===== config.mk =====
export PLATFORM = sky130hd
export DESIGN_NAME = i2s_codec_ctrl
export DESIGN_NICKNAME = d
export VERILOG_FILES = /design/src/rtl/i2s_codec_ctrl.sv
export SDC_FILE = /design/constraint.sdc
export NUM_CORES = 1
export LEC_CHECK = 0
export ABC_AREA = 1
export CORE_UTILIZATION = 30
export DETAILED_ROUTE_END_ITERATION = 16
export DONT_BUFFER_PORTS = 1
export PLACE_DENSITY = 0.48
export SLEW_MARGIN = 10
export SYNTH_ARGS = -nofsm -noshare
export SYNTH_HDL_FRONTEND = slang
export SYNTH_SLANG_ARGS = --single-unit

===== constraint.sdc =====
create_clock -name clk -period 4.7 [get_ports clk]
set_input_delay 0.47 -clock clk [delete_from_list [all_inputs] [get_ports clk]]
set_output_delay 0.47 -clock clk [all_outputs]
set_load 0.01 [all_outputs]

===== src/rtl/i2s_codec_ctrl.sv =====
// I2S codec controller: divides clk into m/b/LR clocks, serialises DAC pairs, captures ADC pairs.
// Define I2S_CODEC_I2S_DELAY_EN for Philips I2S timing; the default build is left-justified.
module i2s_codec_ctrl #(
    parameter int unsigned M_DVSR   = 2,
    parameter int unsigned B_DVSR   = 3,
    parameter int unsigned SLOT_W   = 16,
    parameter int unsigned SAMPLE_W = 16
) (
    input  logic                clk,
    input  logic                rst,
    input  logic [SAMPLE_W-1:0] dac_left,
    input  logic [SAMPLE_W-1:0] dac_right,
    input  logic                dac_valid,
    output logic                dac_ready,
    output logic [SAMPLE_W-1:0] adc_left,
    output logic [SAMPLE_W-1:0] adc_right,
    output logic                adc_valid,
    input  logic                adc_ready,
    output logic                dac_underrun,
    output logic                adc_overrun,
    input  logic                clr_flags,
    output logic                m_clk,
    output logic                b_clk,
    output logic                dac_lr_clk,
    output logic                adc_lr_clk,
    output logic                dacdat,
    input  logic                adcdat,
    output logic                frame_tick
);

    localparam int unsigned FRAME_W = 2 * SLOT_W;
    localparam int unsigned SLOT_CW = $clog2(FRAME_W);
    localparam logic [SLOT_CW-1:0] LAST_SLOT = SLOT_CW'(FRAME_W - 1);
    localparam logic [SLOT_CW-1:0] RIGHT_SLOT = SLOT_CW'(SLOT_W);

    logic [M_DVSR-1:0]   m_cnt_q;
    logic [B_DVSR-1:0]   b_cnt_q;
    logic                b_clk_prev_q;
    logic [SLOT_CW-1:0]  slot_q;
    logic [FRAME_W-1:0]  dac_sh_q;
    logic [FRAME_W-1:0]  adc_sh_q;
    logic                hold_full_q;
    logic [SAMPLE_W-1:0] hold_left_q;
    logic [SAMPLE_W-1:0] hold_right_q;
    logic [SAMPLE_W-1:0] adc_left_q;
    logic [SAMPLE_W-1:0] adc_right_q;
    logic                adc_valid_q;
    logic                underrun_q;
    logic                overrun_q;

    logic                b_fall;
    logic                b_rise;
    logic                load_ev;
    logic                capture_ev;
    logic                dac_xfer;
    logic [SLOT_W-1:0]   left_slot;
    logic [SLOT_W-1:0]   right_slot;
    logic [FRAME_W-1:0]  load_word;

    assign b_clk    = b_cnt_q[B_DVSR-1];
    assign b_fall   = b_clk_prev_q & ~b_clk & ~rst;
    assign b_rise   = ~b_clk_prev_q & b_clk & ~rst;
    assign load_ev  = b_fall & (slot_q == LAST_SLOT);
    assign dac_xfer = dac_valid & dac_ready;

    always_ff @(posedge clk) begin
        if (rst) begin
            m_cnt_q      <= '0;
            b_cnt_q      <= '0;
            b_clk_prev_q <= 1'b0;
            slot_q       <= '0;
        end else begin
            m_cnt_q      <= m_cnt_q + M_DVSR'(1);
            b_clk_prev_q <= b_clk;
            if (m_cnt_q == '0) begin
                b_cnt_q <= b_cnt_q + B_DVSR'(1);
            end
            if (b_fall) begin
                slot_q <= (slot_q == LAST_SLOT) ? '0 : slot_q + SLOT_CW'(1);
            end
        end
    end

    // Held pair wins; otherwise a pair offered exactly at the load goes straight in, else silence.
    always_comb begin
        left_slot  = '0;
        right_slot = '0;
        left_slot[SLOT_W-1 -: SAMPLE_W]  = hold_full_q ? hold_left_q : dac_left;
        right_slot[SLOT_W-1 -: SAMPLE_W] = hold_full_q ? hold_right_q : dac_right;
        load_word = {left_slot, right_slot};
        if (!hold_full_q && !dac_valid) begin
            load_word = '0;
        end
    end

    always_ff @(posedge clk) begin
        if (rst) begin
            dac_sh_q     <= '0;
            hold_full_q  <= 1'b0;
            hold_left_q  <= '0;
            hold_right_q <= '0;
        end else begin
            if (load_ev) begin
                dac_sh_q <= load_word;
            end else if (b_fall) begin
                dac_sh_q <= {dac_sh_q[FRAME_W-2:0], 1'b0};
            end
            if (load_ev) begin
                hold_full_q <= 1'b0;
            end else if (dac_xfer) begin
                hold_full_q  <= 1'b1;
                hold_left_q  <= dac_left;
                hold_right_q <= dac_right;
            end
        end
    end

`ifdef I2S_CODEC_I2S_DELAY_EN
    logic dac_dly_q;
    logic load_seen_q;

    // Data trails LR by one bclk, so capture waits one bclk past the load.
    always_ff @(posedge clk) begin
        if (rst) begin
            dac_dly_q   <= 1'b0;
            load_seen_q <= 1'b0;
        end else if (b_fall) begin
            dac_dly_q   <= dac_sh_q[FRAME_W-1];
            load_seen_q <= load_ev;
        end
    end

    assign dacdat     = dac_dly_q;
    assign capture_ev = b_fall & load_seen_q;
`else
    assign dacdat     = dac_sh_q[FRAME_W-1];
    assign capture_ev = load_ev;
`endif

    always_ff @(posedge clk) begin
        if (rst) begin
            adc_sh_q    <= '0;
            adc_left_q  <= '0;
            adc_right_q <= '0;
            adc_valid_q <= 1'b0;
        end else begin
            if (b_rise) begin
                adc_sh_q <= {adc_sh_q[FRAME_W-2:0], adcdat};
            end
            if (capture_ev) begin
                adc_left_q  <= adc_sh_q[FRAME_W-1 -: SAMPLE_W];
                adc_right_q <= adc_sh_q[SLOT_W-1 -: SAMPLE_W];
                adc_valid_q <= 1'b1;
            end else if (adc_valid_q && adc_ready) begin
                adc_valid_q <= 1'b0;
            end
        end
    end

    always_ff @(posedge clk) begin
        if (rst) begin
            underrun_q <= 1'b0;
            overrun_q  <= 1'b0;
        end else begin
            if (load_ev && !hold_full_q && !dac_valid) begin
                underrun_q <= 1'b1;
            end else if (clr_flags) begin
                underrun_q <= 1'b0;
            end
            if (capture_ev && adc_valid_q && !adc_ready) begin
                overrun_q <= 1'b1;
            end else if (clr_flags) begin
                overrun_q <= 1'b0;
            end
        end
    end

    assign m_clk        = m_cnt_q[M_DVSR-1];
    assign dac_lr_clk   = (slot_q >= RIGHT_SLOT);
    assign adc_lr_clk   = dac_lr_clk;
    assign frame_tick   = load_ev;
    assign dac_ready    = ~hold_full_q;
    assign adc_left     = adc_left_q;
    assign adc_right    = adc_right_q;
    assign adc_valid    = adc_valid_q;
    assign dac_underrun = underrun_q;
    assign adc_overrun  = overrun_q;

endmodule


Yosys cells after proc, flatten, opt, wreduce, memory -nomap -nowiden. Index checks and enable logic that the tools add are counted.

Memories: 0. Logic and storage cells: 57. RAM bits: 0. Flip-flop bits (word level): 143. Latch bits: 0. Memory bits (read-only): 0. Input bits: 38. Output and inout bits: 42.

Divide/modulo/power cells: 0. Shift operators: 0. Eq/ne operators: 1. Bitwise gates (word level): 11. Order comparisons: 1. Reductions and logical operators: 16. Multiply operators: 0. Muxes and demuxes: 11. Add/sub/neg operators: 3.

Operators with widths (number): 2-to-1 mux 32 bit (3); 2-to-1 mux 16 bit (2); nonzero test 2 bit (4); bitwise AND 1 bit (6); logical AND 1 bit (6); adder 5 x 1 -> 5 bit, second input constant (1); == test 5 bit, second input constant (1); >= comparator 5 bit, second input constant (1); 2-to-1 mux 1 bit (5); 2-to-1 mux 5 bit (1); NOT 1 bit (5); adder 3 x 1 -> 3 bit, second input constant (1); zero test 1 bit (3); adder 2 x 1 -> 2 bit, second input constant (1); zero test 2 bit (1); AND reduction 2 bit (1); OR reduction 2 bit (1).

Depth between registers and ports, before layout. Gate-level depths: netlist of the first run.

Word-level depth: 7. Mapped depth: 11. Depth with buffers taken out: 9.

Least setup slack after synthesis of the first run. No wires, ideal clock.

Path type: register -> output. Start point: register slot_q[0]. End point: output frame_tick. Data required time: 4230 ps. Slack: 2842 ps. Cell stages (with the launch flop): 9. Arrival: 1388 ps. Buffers on the path: 2. Cell sequence: dfxtp_1 ha_1 inv_1 nor2_1 ha_1 buf_2 inv_1 nor2_8 buf_6.

Word-level cells in the longest chain between the ends: 2.

Ends and longest elaborated chain: from (decl) (RTL line 39) `logic [SLOT_CW-1:0] slot_q;`; from (signal assigned) (RTL line 79) `slot_q <= (slot_q == LAST_SLOT) ? '0 : slot_q + SLOT_CW'(1);`; == test 5 bit (RTL line 63) `assign load_ev = b_fall & (slot_q == LAST_SLOT);`; bitwise AND 1 bit (RTL line 63); to (decl) (RTL line 28) `output logic frame_tick`.

No other way between the ends.

Worst setup path in the final report of the first run. Ends and elaborated chain as after synthesis.

==> out/metrics.csv, run 1 <==
stage,metric,value,unit
timing,tightest_slew,990,ps
clocking,clk_path_buf_depth,2,
setup_path,startpoint,slot_q[0]$_SDFFE_PP0P_,
timing,min_period_over_period,0.590,
timing,skew,11.6,ps
synth,synth_common_cells,"nand2_1 (300), dfxtp_1 (143), nor2_1 (108), a21oi_1 (100), nand3_1 (67)",
setup_path,r2r_slack,2010,ps
clocking,cts_inserted_buffers,17,
layout,design_area,6740,sq um
route,wl_per_cell,12.6,microns
synth,synth_compound_area_frac,0.113,
setup_path,cp_max_fo,37,
grt,antenna_found_initial,0,
clocking,path_clk_slew,60,ps
hold_path,holdCritPathClass,in2reg,
synth,synth_top_family_by_area,simple AND/OR/NAND/NOR gates,
pwr,p_per_area,399,nW/um^2
setup_path,worstSetupEndpoint,frame_tick,
floorplan,io_pins,80,
synth,synth_fp_nets,924,
timing,setup_viol,0,
clocking,holdBufCountCts,0,
floorplan,die_h,145,microns
route,first_iter_violations,216,
floorplan,fp.dieArea,20900,sq um
setup_path,reg2reg_from,slot_q[0]$_SDFFE_PP0P_,
synth,synth_adder_area_share,0.0103,
run_status,status,finished clean,
grt,grt-ovfl-total,0,
grt,grt_pass1_wl,23100,microns
synth,yosysSeqAreaShare,0.470,
pwr,leakage,0.00268,uW
synth,syn_avg_cell_area,6.92,sq um
grt,first_global_vias,4652,
synth,synthArstFlopShare,0,
timing,finalCriticalPeriod,2770,ps
setup_path,critPathKind,reg2out,
route,num_vias,5039,
setup_path,crit_required,4230,ps
floorplan,initial_core_util,0.309,
setup_path,cp-end-kind,output pin,
synth,syn_inst,881,
synth,synth.area.mux_share,0,
route,dr.pass1.iters,7,
timing,hold_viol,0,
setup_path,arrival,2300,ps
setup_path,r2r_end,adc_right[1]$_SDFFE_PP0N_,
synth,synth_xor_area_frac,0.00287,
synth,yosysTopAreaCell,dfxtp_1,
grt,grtUsageTotal,0.142,
synth,synth_area_leaders,"dfxtp_1 (47%), nand2_1 (18%), a21oi_1 (8.2%), nor2_1 (6.7%), nand3_1 (5.5%)",
place,place_ws,1940,ps
synth,yosys.area.top_type_share,0.470,
synth,synthSimpleGateAreaFrac,0.320,
layout,syn2layout_area_growth,10.6,%
timing,worst_slack,1930,ps
pwr,ir_drop,0.264,mV
run,maxCapViolCount,0,
synth,synth.distinct_cells,27,
route,drc_errors,0,
place,portBuffers,0,
synth,synth_seq_cells,143,
place,dp_hpwl,8140,microns
synth,yosys_warnings,0,
layout,fin_cells,1121,
timing,drv_slew,0,
clocking,clk_latency,420,ps
clocking,cts_resized,0,
setup_path,worstSetupStartpointType,flop,
route,avgViaCountPerCell,4.50,
layout,finalNetCount,886,
clocking,cts_tree,built,
clocking,cts_setup_buffers,0,
floorplan,die_w,145,microns
synth,synth-edff-count,0,
synth,ys.flop_type,dfxtp_1,
place,gp_congestion,0.673,
place,dp_cells,1089,
clocking,root_buffer,clkbuf_16,
route,route.final.wire_length,14100,microns
timing,fmax,0.361,GHz
route,ant_nets,0,
grt,grt_start_max_net_pins,76,
clocking,cts.sinks,143,
place,place_area,6160,sq um
timing,rsz0062_at_grt,no,
layout,n_antenna_cell,0,
synth,synth_area,6100,sq um
setup_path,reg2reg_depth,9,
timing,tns,0,ps
floorplan,core_area,19700,sq um
floorplan,rows,51,
timing,slew_headroom,0.338,
layout,drive_above_1_share,0.0561,
clocking,htreeDepth,4,
synth,yosysMostFrequentCell,nand2_1,
-- metal layers --
| layer | up-vias | GRT usage | part of all wire |
|---|---|---|---|
| met1 | 2252 | 0.180 | 0.49 |
| met4 | 0 | 0.0532 | 0.013 |
| met5 | - | 0 | 0 |
| li1 | 2704 | - | - |
| met3 | 14 | 0.0444 | 0.058 |
| met2 | 69 | 0.225 | 0.44 |
-- logic make-up after synthesis --
logic type / Yosys count
AOI/OAI and AO/OA: 137
xor gates and xnor gates: 2
adders and majority gates: 5
buffers and inverters: 112
DFF: 143
and+or+nand+nor: 482
-- registers in the layout, indices dropped and copies added (netlist names), 2 cells and up --
name,count
adc_right,16
m_cnt_q,2
b_cnt_q,3
adc_left,16
slot_q,5
hold_right_q,16
dac_sh_q,32
hold_left_q,16
adc_sh_q,32
-- area by class of cell --
cell class / count / area [sq um]
Sequential cell: 143 / 2860
Tap cell: 265 / 332
Fill cell: 2127 / 13000
Inverter: 47 / 176
Multi-Input combinational cell: 626 / 2730
Clock buffer: 19 / 453
Timing Repair Buffer: 8 / 60.1
Clock inverter: 13 / 128
-- report_power, final --
| part | internal, uW | total [uW] | switching (uW) | leakage [uW] |
|---|---|---|---|---|
| registers | 1240 | 1260 | 15.8 | 0.00116 |
| logic | 39.9 | 120 | 80.4 | 0.00125 |
| clock network | 765 | 1320 | 550 | 0.000277 |
| total | 2040 | 2690 | 646 | 0.00268 |
-- layout by cell type, fill, tap and decap left out, drive strengths merged --
cell,count
dfxtp,143
buf,8
nand2,301
a21oi,100
xnor2,1
nand3,68
o21bai,1
nor3,1
o21ai,35
o21a,1
clkinv,5
inv,51
bufinv,1
nand4,1
ha,5
xor2,1
clkinvlp,3
nor2,111
clkbuf,19
-- worst max-delay path: stages (launching register included) --
cell and delay (ps):
dfxtp_1 380, ha_1 180, inv_1 50, nor2_1 100, ha_1 140, buf_4 340, inv_1 190, nor2_8 500
-- stage by stage --
step                hold WS, ps  total power (uW)  utilization
finish                      114              2690        0.342
floorplan                   386              1390            -
global route               93.2              2810        0.342
detailed placement          401              1400        0.313
CTS                        95.7              2730        0.342
global placement            395              1400        0.313
-- how the worst min path moves through the flow --
stage / slack [ps] / start / cells after the start / endpoint
3_3_place_gp: 390 / m_cnt_q[0]$_SDFF_PP0_ / 1 / m_cnt_q[0]$_SDFF_PP0_
6_report: 110 / rst / 1 / adc_right[6]$_SDFFE_PP0N_
2_1_floorplan: 390 / m_cnt_q[0]$_SDFF_PP0_ / 1 / m_cnt_q[0]$_SDFF_PP0_
5_1_grt: 90 / rst / 1 / adc_right[8]$_SDFFE_PP0N_
3_5_place_dp: 400 / m_cnt_q[0]$_SDFF_PP0_ / 1 / m_cnt_q[0]$_SDFF_PP0_
4_1_cts: 100 / rst / 1 / adc_left[1]$_SDFFE_PP0N_
(Power assumes the default switching activity.)
==> run 2, diff against run 1 <==
ABC_AREA = 0   (was 1)
PLACE_DENSITY = 0.49   (was 0.48)
clock period = 2.3 ns   (was 4.7 ns; I/O delays follow)
==> out/metrics.csv, run 2 <==
stage,metric,value,unit,change
run_status,status,finished clean,,
synth,synth_area,6180,sq um,+1.4%
layout,n_antenna_cell,0,,unchanged
route,route.final.wire_length,14900,microns,+5.8%
synth,synth_common_cells,"dfxtp_1 (143), nand2_1 (103), nand2b_1 (97), o21ai_0 (96)",,
timing,hold_slack,20.1,ps,-93.8 ps
layout,drive_above_1_share,0.111,,+0.0552
timing,slew_headroom,0.640,,+0.302
place,gp_congestion,0.718,,+6.6%
clocking,cts.sinks,143,,unchanged
pwr,intPower,4120,uW,+100%
synth,syn_avg_cell_area,8.73,sq um,+26%
place,dp_hpwl,8130,microns,about the same
timing,tns,0,ps,unchanged
grt,grt_start_max_net_pins,111,,+46%
route,first_iter_violations,299,,+38%
pwr,leakage,0.00251,uW,-6.3%
route,avgViaCountPerCell,4.82,,+7.1%
floorplan,io_pins,80,,unchanged
synth,synth-edff-count,0,,unchanged
layout,design_area,7310,sq um,+8.4%
synth,yosys_warnings,0,,unchanged
timing,fmax,0.484,GHz,
hold_path,holdCritPathClass,in2reg,,
layout,final_common_cell,dfxtp_1,,
synth,yosysSeqAreaShare,0.463,,-0.00665
route,wl_per_cell,14.9,microns,+19%
pwr,power,5440,uW,+100%
synth,synth.distinct_cells,31,,+15%
floorplan,die_h,146,microns,+0.71%
route,ant_nets,0,,unchanged
floorplan,core_area,20200,sq um,+2.6%
clocking,clk_path_buf_depth,2,,unchanged
setup_path,cp-end-kind,output pin,,
clocking,cts_setup_buffers,0,,unchanged
synth,synth_fp_nets,751,,-19%
floorplan,fp.dieArea,21200,sq um,+1.4%
clocking,cts_tree,built,,
pwr,ir_drop,0.386,mV,+46%
timing,min_period_over_period,0.898,,
timing,drv_slew,0,,unchanged
clocking,cts_inserted_buffers,17,,unchanged
grt,grtUsageTotal,0.143,,+0.000859
pwr,p_seq_frac,0.469,,+0.002
setup_path,worstSetupStartpointType,flop,,
layout,final_cell_mix,"dfxtp_1 (143), nand2_1 (103), nand2b_1 (97)",,
grt,antenna_found_initial,1,,+1
floorplan,rows,52,,+2.0%
run,maxCapViolCount,0,,unchanged
synth,yosysMostFrequentCell,dfxtp_1,,
layout,finalNetCount,758,,-14%
place,portBuffers,0,,unchanged
grt,grt_pass1_wl,24200,microns,+4.6%
pwr,p_per_area,745,nW/um^2,+87%
timing,setup_viol,0,,unchanged
route,drc_errors,0,,unchanged
layout,top_regs,"adc_sh_q: 32 flops, dac_sh_q: 32 flops",,
synth,synth_seq_cells,143,,unchanged
pwr,swShare,0.243,,+0.00278
clocking,clk_latency,420,ps,about the same
route,num_vias,4806,,-4.6%
clocking,path_clk_slew,60,ps,about the same
floorplan,initial_core_util,0.306,,-0.00357
grt,grt-ovfl-total,0,,unchanged
setup_path,arrival,1830,ps,-470 ps
timing,skew,8.69,ps,-2.87 ps
synth,synthArstFlopShare,0,,unchanged
synth,syn_inst,708,,-20%
place,place_area,6350,sq um,+3.0%
synth,yosysTopAreaCell,dfxtp_1,,
layout,syn2layout_area_growth,18.2,%,
synth,ys.flop_type,dfxtp_1,,
floorplan,die_w,146,microns,+0.71%
pwr,clock_power_share,0.481,,-0.008
pwr,p_switching,1320,uW,+100%
timing,rsz0062_at_grt,no,,
setup_path,crit_required,2070,ps,-2160 ps
clocking,root_buffer,clkbuf_16,,
pwr,share_comb_of_total_power,0.050,,+0.005
synth,yosys.area.top_type_share,0.463,,-0.00665
clocking,htreeDepth,4,,unchanged
synth,synth_area_leaders,"dfxtp_1 (46%), nand2b_1 (9.8%), o21ai_0 (7.8%), nand2_1 (6.3%), mux2i_1 (5.3%)",,
timing,tightest_slew,540,ps,-450 ps
timing,hold_viol,0,,unchanged
layout,fillers,2028,,-4.7%
setup_path,critPathKind,reg2out,,
route,dr.pass1.iters,6,,-1
grt,first_global_vias,4758,,+2.3%
setup_path,cp_max_fo,17,,-54%
timing,finalCriticalPeriod,2060,ps,
run 2: stage by stage:
step / util / cells / setup WS, ps
5_1_grt: 0.361 / 998 / 91.6
3_3_place_gp: 0.314 / 929 / 492
6_report: 0.361 / 998 / 236
3_5_place_dp: 0.314 / 929 / 429
2_1_floorplan: - / 708 / 449
4_1_cts: 0.361 / 998 / 197
run 2: cell type report:
type / instances / area (sq um) / share of cell area
flip-flops and latches: 143 / 2860 / 0.392
repair buffers: 50 / 498 / 0.0682
multi-input cells: 494 / 3010 / 0.411
inverters: 9 / 33.8 / 0.00462
well taps: 270 / 338 / 0.0462
clock inverters: 13 / 126 / 0.0173
clock buffers: 19 / 443 / 0.0606
run 2: cells by family after synthesis:
group,Yosys count,share of synthesized area
AO/OA/AOI/OAI,200,0.194
buffers and inverters,71,0.0528
AND/OR/NAND/NOR,254,0.224
adder cells (fa/ha/maj),5,0.0101
multiplexers,33,0.0534
flip-flops,143,0.463
XOR/XNOR,2,0.00283
run 2: final timing paths:
check / from / to / slack, ps / cells past startpoint
min reg2reg: m_cnt_q[0]$_SDFF_PP0_ / m_cnt_q[0]$_SDFF_PP0_ / 420 / 1
min: dac_right[15] / dac_sh_q[15]$_SDFFE_PP0P_ / 20 / 2
max: slot_q[1]$_SDFFE_PP0P_ / frame_tick / 240 / 6
max reg2reg: slot_q[0]$_SDFFE_PP0P_ / hold_right_q[6]$_SDFFE_PP0P_ / 440 / 7
run 2: timing repair:
item / 4_1_cts / 5_1_grt
hold endpoints to repair: 97 / 0
resized for setup: 0 / 0
hold buffers: 37 / 0
run 2: per-layer routing:
metal  share of wire  up-vias  wire, microns  global-route usage
li1                -     2407              -                   -
met1            0.47     2273           7020               0.187
met2            0.45      114           6760               0.221
met3           0.068       12           1010              0.0470
met4          0.0080        0            119              0.0458
met5               0        -              0                   0
run 2: worst max-delay path: stages (launching register included):
cell and delay (ps):
dfxtp_1 370, ha_1 180, and3_1 160, ha_1 190, nand4bb_2 170, clkinv_1 100
buf_4 240
run 2: power by group through the flow:
stage	clock (uW)	sequential (uW)	combinational, uW
floorplan	0	2600	206
global placement	0	2610	188
detailed placement	0	2610	196
CTS	2690	2550	275
global route	2800	2560	298
finish	2620	2550	272
